`src/rtl/reduce_table_unit_if.sv`:
```
// Handshake bundle for reduce_table_unit: reduction flits in, completed flits out.
// The master side is the flit producer / result consumer; the slave side is the table.
interface reduce_table_unit_if #(
    parameter int lg_numprocs = 3,
    parameter int LgDepth     = 2
);
    logic [81+lg_numprocs:0] in_flit;
    logic [2:0]              in_fn;
    logic                    in_valid;
    logic                    in_ready;
    logic [81:0]             out_flit;
    logic                    out_valid;
    logic                    out_ready;
    logic [LgDepth:0]        occupancy;

    modport master (
        output in_flit, in_fn, in_valid, out_ready,
        input  in_ready, out_flit, out_valid, occupancy
    );

    modport slave (
        input  in_flit, in_fn, in_valid, out_ready,
        output in_ready, out_flit, out_valid, occupancy
    );
endinterface

```
`src/rtl/reduce_table_unit.sv`:
```
// Pipelined reduction table: merges child contributions per slot through a fixed-latency
// combiner and emits one completed flit per finished slot, in completion order.
module reduce_table_unit #(
    parameter logic [2:0] rank_z      = 3'd0,
    parameter logic [2:0] rank_y      = 3'd0,
    parameter logic [2:0] rank_x      = 3'd0,
    parameter int         lg_numprocs = 3,
    parameter int         LgDepth     = 2,
    parameter int         OpLatency   = 4
) (
    input logic                 clk,
    input logic                 rst,
    reduce_table_unit_if.slave  bus
);
    localparam int DEPTH   = 1 << LgDepth;
    localparam int CW      = LgDepth + 1;
    localparam int STAGES  = OpLatency - 1;
    localparam int TAG_LSB = 38;

    localparam logic [1:0] ST_FREE    = 2'd0;
    localparam logic [1:0] ST_ACTIVE  = 2'd1;
    localparam logic [1:0] ST_PENDING = 2'd2;
    localparam logic [1:0] ST_DONE    = 2'd3;

    logic                               run_q;
    logic                               is_red;
    logic [LgDepth-1:0]                 idx;
    logic [lg_numprocs-1:0]             children;
    logic [1:0]                         tgt_st;
    logic                               rdy, acc, fill_any, launch;
    logic [31:0]                        alu_a, alu_b, alu_y;
    logic [2:0]                         alu_fn;

    logic [DEPTH-1:0][1:0]              slot_st;
    logic [DEPTH-1:0][80:0]             slot_data;
    logic [DEPTH-1:0][2:0]              slot_fn;
    logic [DEPTH-1:0][lg_numprocs-1:0]  slot_rem;

    logic [STAGES:0]                    vld_pipe;
    logic [STAGES:0][LgDepth-1:0]       slot_pipe;
    logic [STAGES:0][31:0]              res_pipe;
    logic                               wb;
    logic [LgDepth-1:0]                 wb_slot;
    logic [31:0]                        wb_res;

    logic [DEPTH-1:0][LgDepth-1:0]      q;
    logic [LgDepth-1:0]                 wr_ptr, rd_ptr, head;
    logic [CW-1:0]                      cnt, occ;
    logic                               push_wb, push_leaf, pop, out_valid;
    logic [1:0]                         n_push;
    logic [80:0]                        hd;

    // Decode: local flits index by tag, remote flits by destination z.
    assign is_red   = bus.in_flit[81] && (bus.in_flit[35:34] == 2'b11);
    assign children = bus.in_flit[82 +: lg_numprocs];
    assign idx      = (bus.in_flit[80:72] == {rank_z, rank_y, rank_x}) ?
                      bus.in_flit[TAG_LSB +: LgDepth] : LgDepth'(bus.in_flit[80:78]);
    assign tgt_st   = slot_st[idx];

    // Ready looks only at registered slot state, never at same-cycle pops or writebacks.
    assign rdy          = run_q && (!is_red || tgt_st == ST_FREE || tgt_st == ST_ACTIVE);
    assign bus.in_ready = rdy;
    assign acc          = bus.in_valid && rdy && is_red;
    assign fill_any     = acc && (tgt_st == ST_FREE);
    assign launch       = acc && (tgt_st == ST_ACTIVE);

    always_ff @(posedge clk or negedge rst) begin
        if (!rst) run_q <= 1'b0;
        else      run_q <= 1'b1;
    end

    assign alu_a  = slot_data[idx][31:0];
    assign alu_b  = bus.in_flit[31:0];
    assign alu_fn = slot_fn[idx];

    always_comb begin
        alu_y = alu_a + alu_b;
        case (alu_fn)
            3'b001:  alu_y = ($signed(alu_a) > $signed(alu_b)) ? alu_a : alu_b;
            3'b010:  alu_y = ($signed(alu_a) < $signed(alu_b)) ? alu_a : alu_b;
            3'b011:  alu_y = alu_a & alu_b;
            3'b100:  alu_y = alu_a | alu_b;
            3'b101:  alu_y = alu_a ^ alu_b;
            default: alu_y = alu_a + alu_b;
        endcase
    end

    // Result is computed at launch and simply carried for OpLatency cycles.
    always_ff @(posedge clk or negedge rst) begin
        if (!rst) begin
            vld_pipe  <= '0;
            slot_pipe <= '0;
            res_pipe  <= '0;
        end else begin
            vld_pipe[0]  <= launch;
            slot_pipe[0] <= idx;
            res_pipe[0]  <= alu_y;
            for (int k = 1; k <= STAGES; k++) begin
                vld_pipe[k]  <= vld_pipe[k-1];
                slot_pipe[k] <= slot_pipe[k-1];
                res_pipe[k]  <= res_pipe[k-1];
            end
        end
    end

    assign wb      = vld_pipe[STAGES];
    assign wb_slot = slot_pipe[STAGES];
    assign wb_res  = res_pipe[STAGES];

    assign head      = q[rd_ptr];
    assign out_valid = (cnt != '0);
    assign pop       = out_valid && bus.out_ready;

    for (genvar i = 0; i < DEPTH; i++) begin : g_slot
        reduce_table_slot #(.lg_numprocs(lg_numprocs)) u_slot (
            .clk       (clk),
            .rst       (rst),
            .fill      (fill_any && idx == LgDepth'(i)),
            .launch    (launch && idx == LgDepth'(i)),
            .wb        (wb && wb_slot == LgDepth'(i)),
            .pop       (pop && head == LgDepth'(i)),
            .fill_data (bus.in_flit[80:0]),
            .fill_fn   (bus.in_fn),
            .fill_rem  (children),
            .wb_res    (wb_res),
            .st        (slot_st[i]),
            .data      (slot_data[i]),
            .fn        (slot_fn[i]),
            .rem       (slot_rem[i])
        );
    end

    assign push_wb   = wb && (slot_rem[wb_slot] == lg_numprocs'(1));
    assign push_leaf = fill_any && (children == '0);
    assign n_push    = {1'b0, push_wb} + {1'b0, push_leaf};

    // Writeback completion is queued ahead of a same-cycle leaf.
    always_ff @(posedge clk or negedge rst) begin
        if (!rst) begin
            q      <= '0;
            wr_ptr <= '0;
            rd_ptr <= '0;
            cnt    <= '0;
        end else begin
            if (push_wb)   q[wr_ptr] <= wb_slot;
            if (push_leaf) q[push_wb ? wr_ptr + LgDepth'(1) : wr_ptr] <= idx;
            wr_ptr <= wr_ptr + LgDepth'(n_push);
            if (pop) rd_ptr <= rd_ptr + LgDepth'(1);
            cnt <= cnt + CW'(n_push) - CW'(pop);
        end
    end

    always_comb begin
        occ = '0;
        for (int i = 0; i < DEPTH; i++)
            if (slot_st[i] != ST_FREE) occ = occ + CW'(1);
    end
    assign bus.occupancy = occ;

    assign hd = slot_data[head];
    always_comb begin
        bus.out_flit = '0;
        if (out_valid)
            bus.out_flit = {1'b1, hd[80:38], 2'b00,
                            (hd[37:32] == 6'b01_1101) ? 4'b1011 : hd[35:32], hd[31:0]};
    end
    assign bus.out_valid = out_valid;
endmodule

// One table slot: header/payload storage, stored function, remaining count and state.
module reduce_table_slot #(
    parameter int lg_numprocs = 3
) (
    input  logic                   clk,
    input  logic                   rst,
    input  logic                   fill,
    input  logic                   launch,
    input  logic                   wb,
    input  logic                   pop,
    input  logic [80:0]            fill_data,
    input  logic [2:0]             fill_fn,
    input  logic [lg_numprocs-1:0] fill_rem,
    input  logic [31:0]            wb_res,
    output logic [1:0]             st,
    output logic [80:0]            data,
    output logic [2:0]             fn,
    output logic [lg_numprocs-1:0] rem
);
    localparam logic [1:0] ST_FREE    = 2'd0;
    localparam logic [1:0] ST_ACTIVE  = 2'd1;
    localparam logic [1:0] ST_PENDING = 2'd2;
    localparam logic [1:0] ST_DONE    = 2'd3;

    always_ff @(posedge clk or negedge rst) begin
        if (!rst) begin
            st   <= ST_FREE;
            data <= '0;
            fn   <= '0;
            rem  <= '0;
        end else if (fill) begin
            data <= fill_data;
            fn   <= fill_fn;
            rem  <= fill_rem;
            st   <= (fill_rem == '0) ? ST_DONE : ST_ACTIVE;
        end else if (launch) begin
            st <= ST_PENDING;
        end else if (wb) begin
            data[31:0] <= wb_res;
            rem        <= rem - lg_numprocs'(1);
            st         <= (rem == lg_numprocs'(1)) ? ST_DONE : ST_ACTIVE;
        end else if (pop) begin
            st <= ST_FREE;
        end
    end
endmodule

```
`src/flat_wrapper.sv`:
```
// flat-port wrapper written by rule: the top's interface ports become plain ports
module reduce_table_unit_flat 
#(
    parameter logic [2:0] rank_z      = 3'd0,
    parameter logic [2:0] rank_y      = 3'd0,
    parameter logic [2:0] rank_x      = 3'd0,
    parameter int         lg_numprocs = 3,
    parameter int         LgDepth     = 2,
    parameter int         OpLatency   = 4
)
  (clk, rst, bus_in_flit, bus_in_fn, bus_in_valid, bus_out_ready, bus_in_ready, bus_out_flit, bus_out_valid, bus_occupancy);
  reduce_table_unit_if #(.lg_numprocs(lg_numprocs), .LgDepth(LgDepth)) bus_i ();
  input logic clk;
  input logic rst;
  input wire logic [$bits(bus_i.in_flit)-1:0] bus_in_flit;
  input wire logic [$bits(bus_i.in_fn)-1:0] bus_in_fn;
  input wire logic [$bits(bus_i.in_valid)-1:0] bus_in_valid;
  input wire logic [$bits(bus_i.out_ready)-1:0] bus_out_ready;
  output wire logic [$bits(bus_i.in_ready)-1:0] bus_in_ready;
  output wire logic [$bits(bus_i.out_flit)-1:0] bus_out_flit;
  output wire logic [$bits(bus_i.out_valid)-1:0] bus_out_valid;
  output wire logic [$bits(bus_i.occupancy)-1:0] bus_occupancy;
  assign bus_i.in_flit = bus_in_flit;
  assign bus_i.in_fn = bus_in_fn;
  assign bus_i.in_valid = bus_in_valid;
  assign bus_i.out_ready = bus_out_ready;
  assign bus_in_ready = bus_i.in_ready;
  assign bus_out_flit = bus_i.out_flit;
  assign bus_out_valid = bus_i.out_valid;
  assign bus_occupancy = bus_i.occupancy;
  reduce_table_unit #(.rank_z(rank_z), .rank_y(rank_y), .rank_x(rank_x), .lg_numprocs(lg_numprocs), .LgDepth(LgDepth), .OpLatency(OpLatency)) u_core (.clk(clk), .rst(rst), .bus(bus_i));
endmodule
```
`config.mk`:
```
export PLATFORM = sky130hd
export DESIGN_NAME = reduce_table_unit_flat
export DESIGN_NICKNAME = d
export VERILOG_FILES = /design/src/rtl/reduce_table_unit_if.sv /design/src/rtl/reduce_table_unit.sv /design/src/flat_wrapper.sv
export SDC_FILE = /design/constraint.sdc
export NUM_CORES = 1
export LEC_CHECK = 0
export ABC_AREA = 1
export CORE_UTILIZATION = 45
export CTS_CLUSTER_DIAMETER = 30
export CTS_CLUSTER_SIZE = 40
export DETAILED_ROUTE_END_ITERATION = 6
export GPL_TIMING_DRIVEN = 0
export HOLD_SLACK_MARGIN = 0.1
export SYNTH_ARGS = -nofsm -noshare
export SYNTH_HDL_FRONTEND = slang
export SYNTH_SLANG_ARGS = --single-unit
```
`constraint.sdc`:
```
create_clock -name clk -period 3.7 [get_ports clk]
set_input_delay 0.37 -clock clk [delete_from_list [all_inputs] [get_ports clk]]
set_output_delay 0.37 -clock clk [all_outputs]
set_load 0.005 [all_outputs]
```
==> results.md, run 1 <==
- Gr usage total: 0.354
- Crit-path max FO: 11
- Tmin final: 3.73 ns
- Post-Route WL: 117000 um
- Synth Area per Inst: 7.42 um^2
- Post-DP HPWL: 81300 um
- Mapped Cells: 3913
- Initial DRC count: 3404
- Most common cell after layout, fill and taps aside: nand2_1
- Max stage delay on crit path: 0.55 ns
- Overall power: 29.1 mW
- PwrDens: 757 nW/um^2
- Vias in the first global route: 28695
- Gp weighted congestion: 0.968
- Worst hold path type: in -> reg
- Worst-Skew Late Latency: 0.68 ns
- Status: finished with violations
- Root Buffer: clkbuf_16
- Crit path cell chain: nor3_1 > inv_1 > clkbuf_2 > o221ai_1 > nor2_2 > clkdlybuf4s50_1
- Area grow syn2layout: 32.2%
- Clock slew at reported path FFs: 0.05 ns
- Max Cap Viol: 0
- Count of nets after finishing: 4499
- Filler cell count in the final layout: 5737
- Yosys reg bits: 512
- R2R Setup Slk: 0.40 ns
- Final Hold Violating Endpoints: 0
- Layout Skew: 0.0286 ns
- Max Slew Vio Count: 0
- Leakage: 19.2 nW
- Final Util: 0.606
- Starting Density: 0.458
- Arr. time, crit path: 3.36 ns
- Synthesized area: 29100 um^2
- Failing checks: DRC, setup timing
- CTS tree: built
- DRC viols: 1
- Vias: 29479
- Slowest-stage cell, CP: nor3_1
- IO buf count: 176
- DIE HEIGHT: 256 um
- DIE AREA: 65600 um^2
- WL/cell: 22.4 um
- Fmax: 268 MHz
- Clk buf depth: 3
- CTS H-tree lvls: 3
- Setup-failing EPs final: 1
- Row count: 92
- CP required: 3.33 ns
- CP delay by family, top: buffers and inverters
- Die W: 256 um
- Total core area: 63400 um^2
- Max VDD drop: 0.431 mV
- Fin crit share: 1.01
- Remaining antenna violation count: 0
- First-pass GRT wire length: 176000 um
- Most frequent cells in the layout: 1256 x nand2_1, 511 x dfrtp_1, 425 x nand3_1
- Crit. End Element: output pin
- Max-slew headroom: 0.395
- Fraction of layout cells with a size suffix above 1: 0.147
- Slew @ Worst Pin: 0.907 ns
- # IOs: 179
- Synth warn: 0
- CTS sink cnt: 512
- DR vias/cell: 5.62
- Worst path buffer plus inverter count: 3
- Global route total overflow: 0
- Largest net degree at the start of global routing: 119
- Register area share after synthesis: 0.441
- Setup CP Type: reg -> out
- Worst setup SP type: flop
- Initial antenna violation count: 2
- DR pass1 iterations: 7
- Synth cell types: 45
- CTS buffer count: 120
- Final setup margin: -0.0331 ns
==> logic make-up (layout without fill, tap and decap cells) <==
family	Yosys count	count (layout)	share of synthesized area
adders and majority gates	118	118	0.0513
buffers and inverters	577	1057	0.0798
DFF	512	512	0.441
and+or+nand+nor	2027	2028	0.289
AOI/OAI and AO/OA	643	643	0.128
xor gates and xnor gates	33	33	0.00995
other	2	4	0.000258
muxes	1	1	0.000388
==> path summary, 6_finish.rpt <==
| check | startpoint | endpoint | depth (start not counted) |
|---|---|---|---|
| worst min-delay path | bus_in_flit[74] | u_core.g_slot[1].u_slot.data[74] | 3 |
| worst min register to register | u_core.res_pipe[51] | u_core.res_pipe[83] | 0 |
| max in group asynchronous | rst | u_core.g_slot[3].u_slot.data[19] | 4 |
| worst max register to register | u_core.cnt[0] | u_core.cnt[2] | 11 |
| min in group asynchronous | rst | u_core.g_slot[1].u_slot.data[55] | 2 |
| worst max-delay path | u_core.cnt[0] | bus_out_flit[13] | 6 |
==> power breakdown <==
part / switching [mW] / total (mW) / internal (mW) / leakage (nW)
Clock: 3.56 / 11.2 / 7.67 / 2.10
Combinational: 5.83 / 9.74 / 3.91 / 10.5
Sequential: 0.991 / 8.09 / 7.10 / 6.62
==> timing repair <==
action,4_1_cts,5_1_grt
endpoints found under the setup margin,113,92
pin swaps,29,31
hold buffers,1,3
cloned,4,1
resized for setup,328,80
endpoints found under the hold margin,93,4
buffers inserted,46,18
==> through the flow <==
step	worst slack, ns	TNS (ns)	instance area [um^2]	hold slack, ns	cells
3_3_place_gp	-21.18	-	31900	0.331	4936
3_5_place_dp	-2.65	-98.93	32000	0.335	4940
5_1_grt	-0.0139	-0.0229	38400	0.108	5241
4_1_cts	-0.00943	-0.00943	38000	0.203	5219
2_1_floorplan	-0.0147	-0.113	29100	0.0744	3914
6_report	-0.0331	-0.0331	38400	0.0592	5242
==> worst min-delay path, stage by stage <==
cell and delay [ns]:
dlymetal6s2s_1 0.10, inv_2 0.07, o21ai_0 0.15
==> flip-flops by register name, indices dropped and copies added (netlist names) <==
name	count
u_core.cnt	3
u_core.g_slot.u_slot.data	324
u_core.g_slot.u_slot.fn	12
u_core.g_slot.u_slot.rem	12
u_core.g_slot.u_slot.st	8
u_core.q	8
u_core.rd_ptr	2
u_core.res_pipe	96
u_core.run_q	1
u_core.slot_pipe	6
u_core.vld_pipe	4
u_core.wb_res	32
u_core.wb_slot	2
u_core.wr_ptr	2
==> routing by layer <==
| layer | vias to the layer above | wire (um) | global-route usage |
|---|---|---|---|
| li1 | 13530 | - | - |
| met4 | 2 | 7140 | 0.205 |
| met1 | 13992 | 46400 | 0.453 |
| met2 | 1565 | 54100 | 0.566 |
| met3 | 390 | 9730 | 0.0587 |
| met5 | - | 12 | 0 |
==> cell usage after synthesis, drive strengths merged <==
cell type / number / area share
o21bai: 9 / 0.0023
mux2: 1 / 0.00039
nor2: 228 / 0.031
nor3: 13 / 0.0026
o211ai: 31 / 0.0080
clkbuf: 103 / 0.013
nor4: 1 / 0.00022
nand4: 21 / 0.0045
a22oi: 90 / 0.023
buf: 118 / 0.020
xor2: 28 / 0.0084
a211oi: 22 / 0.0057
o22ai: 37 / 0.0080
conb: 2 / 0.00026
or2: 9 / 0.0019
a21o: 6 / 0.0016
xnor2: 5 / 0.0015
o2111ai: 3 / 0.00090
nor3b: 1 / 0.00026
fa: 2 / 0.0014
a31oi: 3 / 0.00065
nand2: 1303 / 0.17
and3: 1 / 0.00022
ha: 116 / 0.050
o221ai: 9 / 0.0027
dfrtp: 512 / 0.44
o21ai: 321 / 0.055
o21a: 6 / 0.0016
nand3: 450 / 0.078
clkinv: 2 / 0.00026
o31ai: 1 / 0.00026
inv: 354 / 0.046
a21oi: 105 / 0.018
==> layout make-up <==
class | instances | area (um^2) | share of cell area
antenna | 1 | 2.50 | 0.0000652
buffer | 221 | 1530 | 0.0399
clock buffer | 149 | 3260 | 0.0850
clock inverter | 79 | 1070 | 0.0280
inverter | 356 | 1350 | 0.0352
multi-input combinational | 2826 | 14800 | 0.385
sequential | 512 | 12800 | 0.334
tap | 846 | 1060 | 0.0276
timing repair buffer | 252 | 2540 | 0.0661
No activity file was read; power rests on OpenSTA's default activity.
==> run 2, diff against run 1 <==
Settings changed: CORE_MARGIN from default to 2.
==> results.md, run 2 (synthesized netlist as in run 1, its figures left out) <==
- IO buf count: 176
- Fin crit share: 0.988
- CTS buffer count: 114
- Max VDD drop: 0.480 mV
- Post-route setup TNS: 0 ns
- Total core area: 64100 um^2
- Most frequent cells in the layout: 1245 x nand2_1, 511 x dfrtp_1, 426 x nand3_1
- Gp weighted congestion: 0.996
- Post-DP HPWL: 80500 um
- Area grow syn2layout: 34.1%
- Global route total overflow: 0
- Tmin final: 3.66 ns
- Count of nets after finishing: 4518
- WHS: 0.104 ns
- Setup-failing EPs final: 0
- Row count: 93
- First-pass GRT wire length: 172000 um
- Final Cell Area: 39000 um^2
- Worst-Skew Late Latency: 0.68 ns
- Setup CP Type: in -> reg
- Slew @ Worst Pin: 0.965 ns
- Fmax: 274 MHz
- FF-to-FF Start: u_core.g_slot[1].u_slot.st[1]
- Layout Skew: 0.0370 ns
- Starting Density: 0.453
- Antenna diode count: 0
- CTS tree: built
- Arr. time, crit path: 4.19 ns
- Final Util: 0.608
- CP required: 4.24 ns
- Largest register FFs: 324
- DR vias/cell: 5.66
- DIE AREA: 66600 um^2
- Placed cell area: 32000 um^2
- Crit-path max FO: 8
- Clock slew at reported path FFs: 0.05 ns
- CTS sink cnt: 512
- Max Slew Vio Count: 0
- Max Cap Viol: 0
- Most common cell after layout, fill and taps aside: nand2_1
- WL/cell: 22.3 um
- Fraction of layout cells with a size suffix above 1: 0.160
- Crit. End Element: flop
- Max-slew headroom: 0.356
- Final setup margin: 0.0449 ns
- Worst hold path type: in -> reg
- Largest net degree at the start of global routing: 123
- Worst setup SP type: input pin
- Die W: 258 um
- Placement Setup Slack: -2.52 ns
- Initial antenna violation count: 1
- CTS H-tree lvls: 3
- Final Hold Violating Endpoints: 0
- Clk buf depth: 3
- Worst setup path startpoint: bus_in_flit[39]
- Root Buffer: clkbuf_16
- Top reg by flops: u_core.g_slot.u_slot.data
- Remaining antenna violation count: 0
- Post-Route WL: 118000 um
- Status: finished, final reports clean
- Initial DRC count: 3355
- DRC viols: 0
- Vias: 29810
- Leakage: 19.3 nW
- PwrDens: 744 nW/um^2
- # IOs: 179
- Gr usage total: 0.339
- Hold Startpoint: bus_in_flit[72]
- Vias in the first global route: 28309
- DR pass1 iterations: 6
- DIE HEIGHT: 258 um
## run 2: cell count changes in the layout (fill, tap and decap cells not counted), sizes merged
cell / delta
buf: +22
bufinv: +1
clkbuf: -10
clkinv: +13
clkinvlp: -1
diode: -1
dlygate4sd3: +2
inv: -15
nand2: +1
## run 2: repair_timing
item	4_1_cts	5_1_grt
setup endpoints to repair	112	83
pin swaps	15	45
hold buffers	1	5
gates resized for setup	312	175
cloned	2	12
hold endpoints to repair	55	10
buffers inserted	28	50
## run 2: final cells by class
type	instances	area [um^2]
Buffer	221	1560
Clock buffer	139	3120
Clock inverter	77	1120
Fill cell	5743	25200
Inverter	356	1370
Multi-Input combinational cell	2827	15100
Sequential cell	512	12800
Tap cell	855	1070
Timing Repair Buffer	276	2840
## run 2: per-layer routing
metal	part of all wire	vias up	GRT usage
met5	0.000085	-	0
met3	0.091	441	0.0584
li1	-	13566	-
met1	0.39	14156	0.436
met4	0.062	2	0.184
met2	0.46	1645	0.548
## run 2: metrics by stage
stage / total power, mW / instances
after floorplan: 12.6 / 3914
after global placement: 16.4 / 4945
after detailed placement: 16.5 / 4949
after CTS: 28.2 / 5196
after global routing: 30.2 / 5263
final: 29.0 / 5263
## run 2: power breakdown
group	total [mW]	internal [mW]	leakage, nW	switching [mW]
Clock	11.0	7.49	2.04	3.48
Sequential	8.07	7.10	6.62	0.972
Combinational	9.93	4.03	10.6	5.90
Total	29.0	18.6	19.3	10.4
## run 2: critical path, cell delays in order
cell and delay [ns]:
clkdlybuf4s50_1 0.45, inv_2 0.20, o21ai_4 0.13, buf_6 0.16, nor2_4 0.23, buf_4 0.20, nand2_1 0.09, nand3_4 0.13
inv_4 0.07, ha_4 0.30, clkinvlp_4 0.16, nor3_4 0.22, nand2_1 0.08, nand2_1 0.08, nand2_1 0.07, nand2_2 0.08
nand2_4 0.08, nand3_4 0.17, nand3_4 0.26, clkbuf_16 0.27, nor2_1 0.10, nor2_1 0.07, nor2_1 0.12, nand2_1 0.10
## run 2: final timing paths
kind	endpoint	depth (start not counted)	slack, ns
min in group asynchronous	u_core.g_slot[0].u_slot.data[56]	2	0.20
min reg2reg	u_core.res_pipe[62]	0	0.34
max in group asynchronous	u_core.g_slot[1].u_slot.data[23]	5	1.47
max	u_core.res_pipe[4]	24	0.04
min	u_core.g_slot[2].u_slot.data[72]	4	0.10
max reg2reg	u_core.cnt[2]	16	0.50
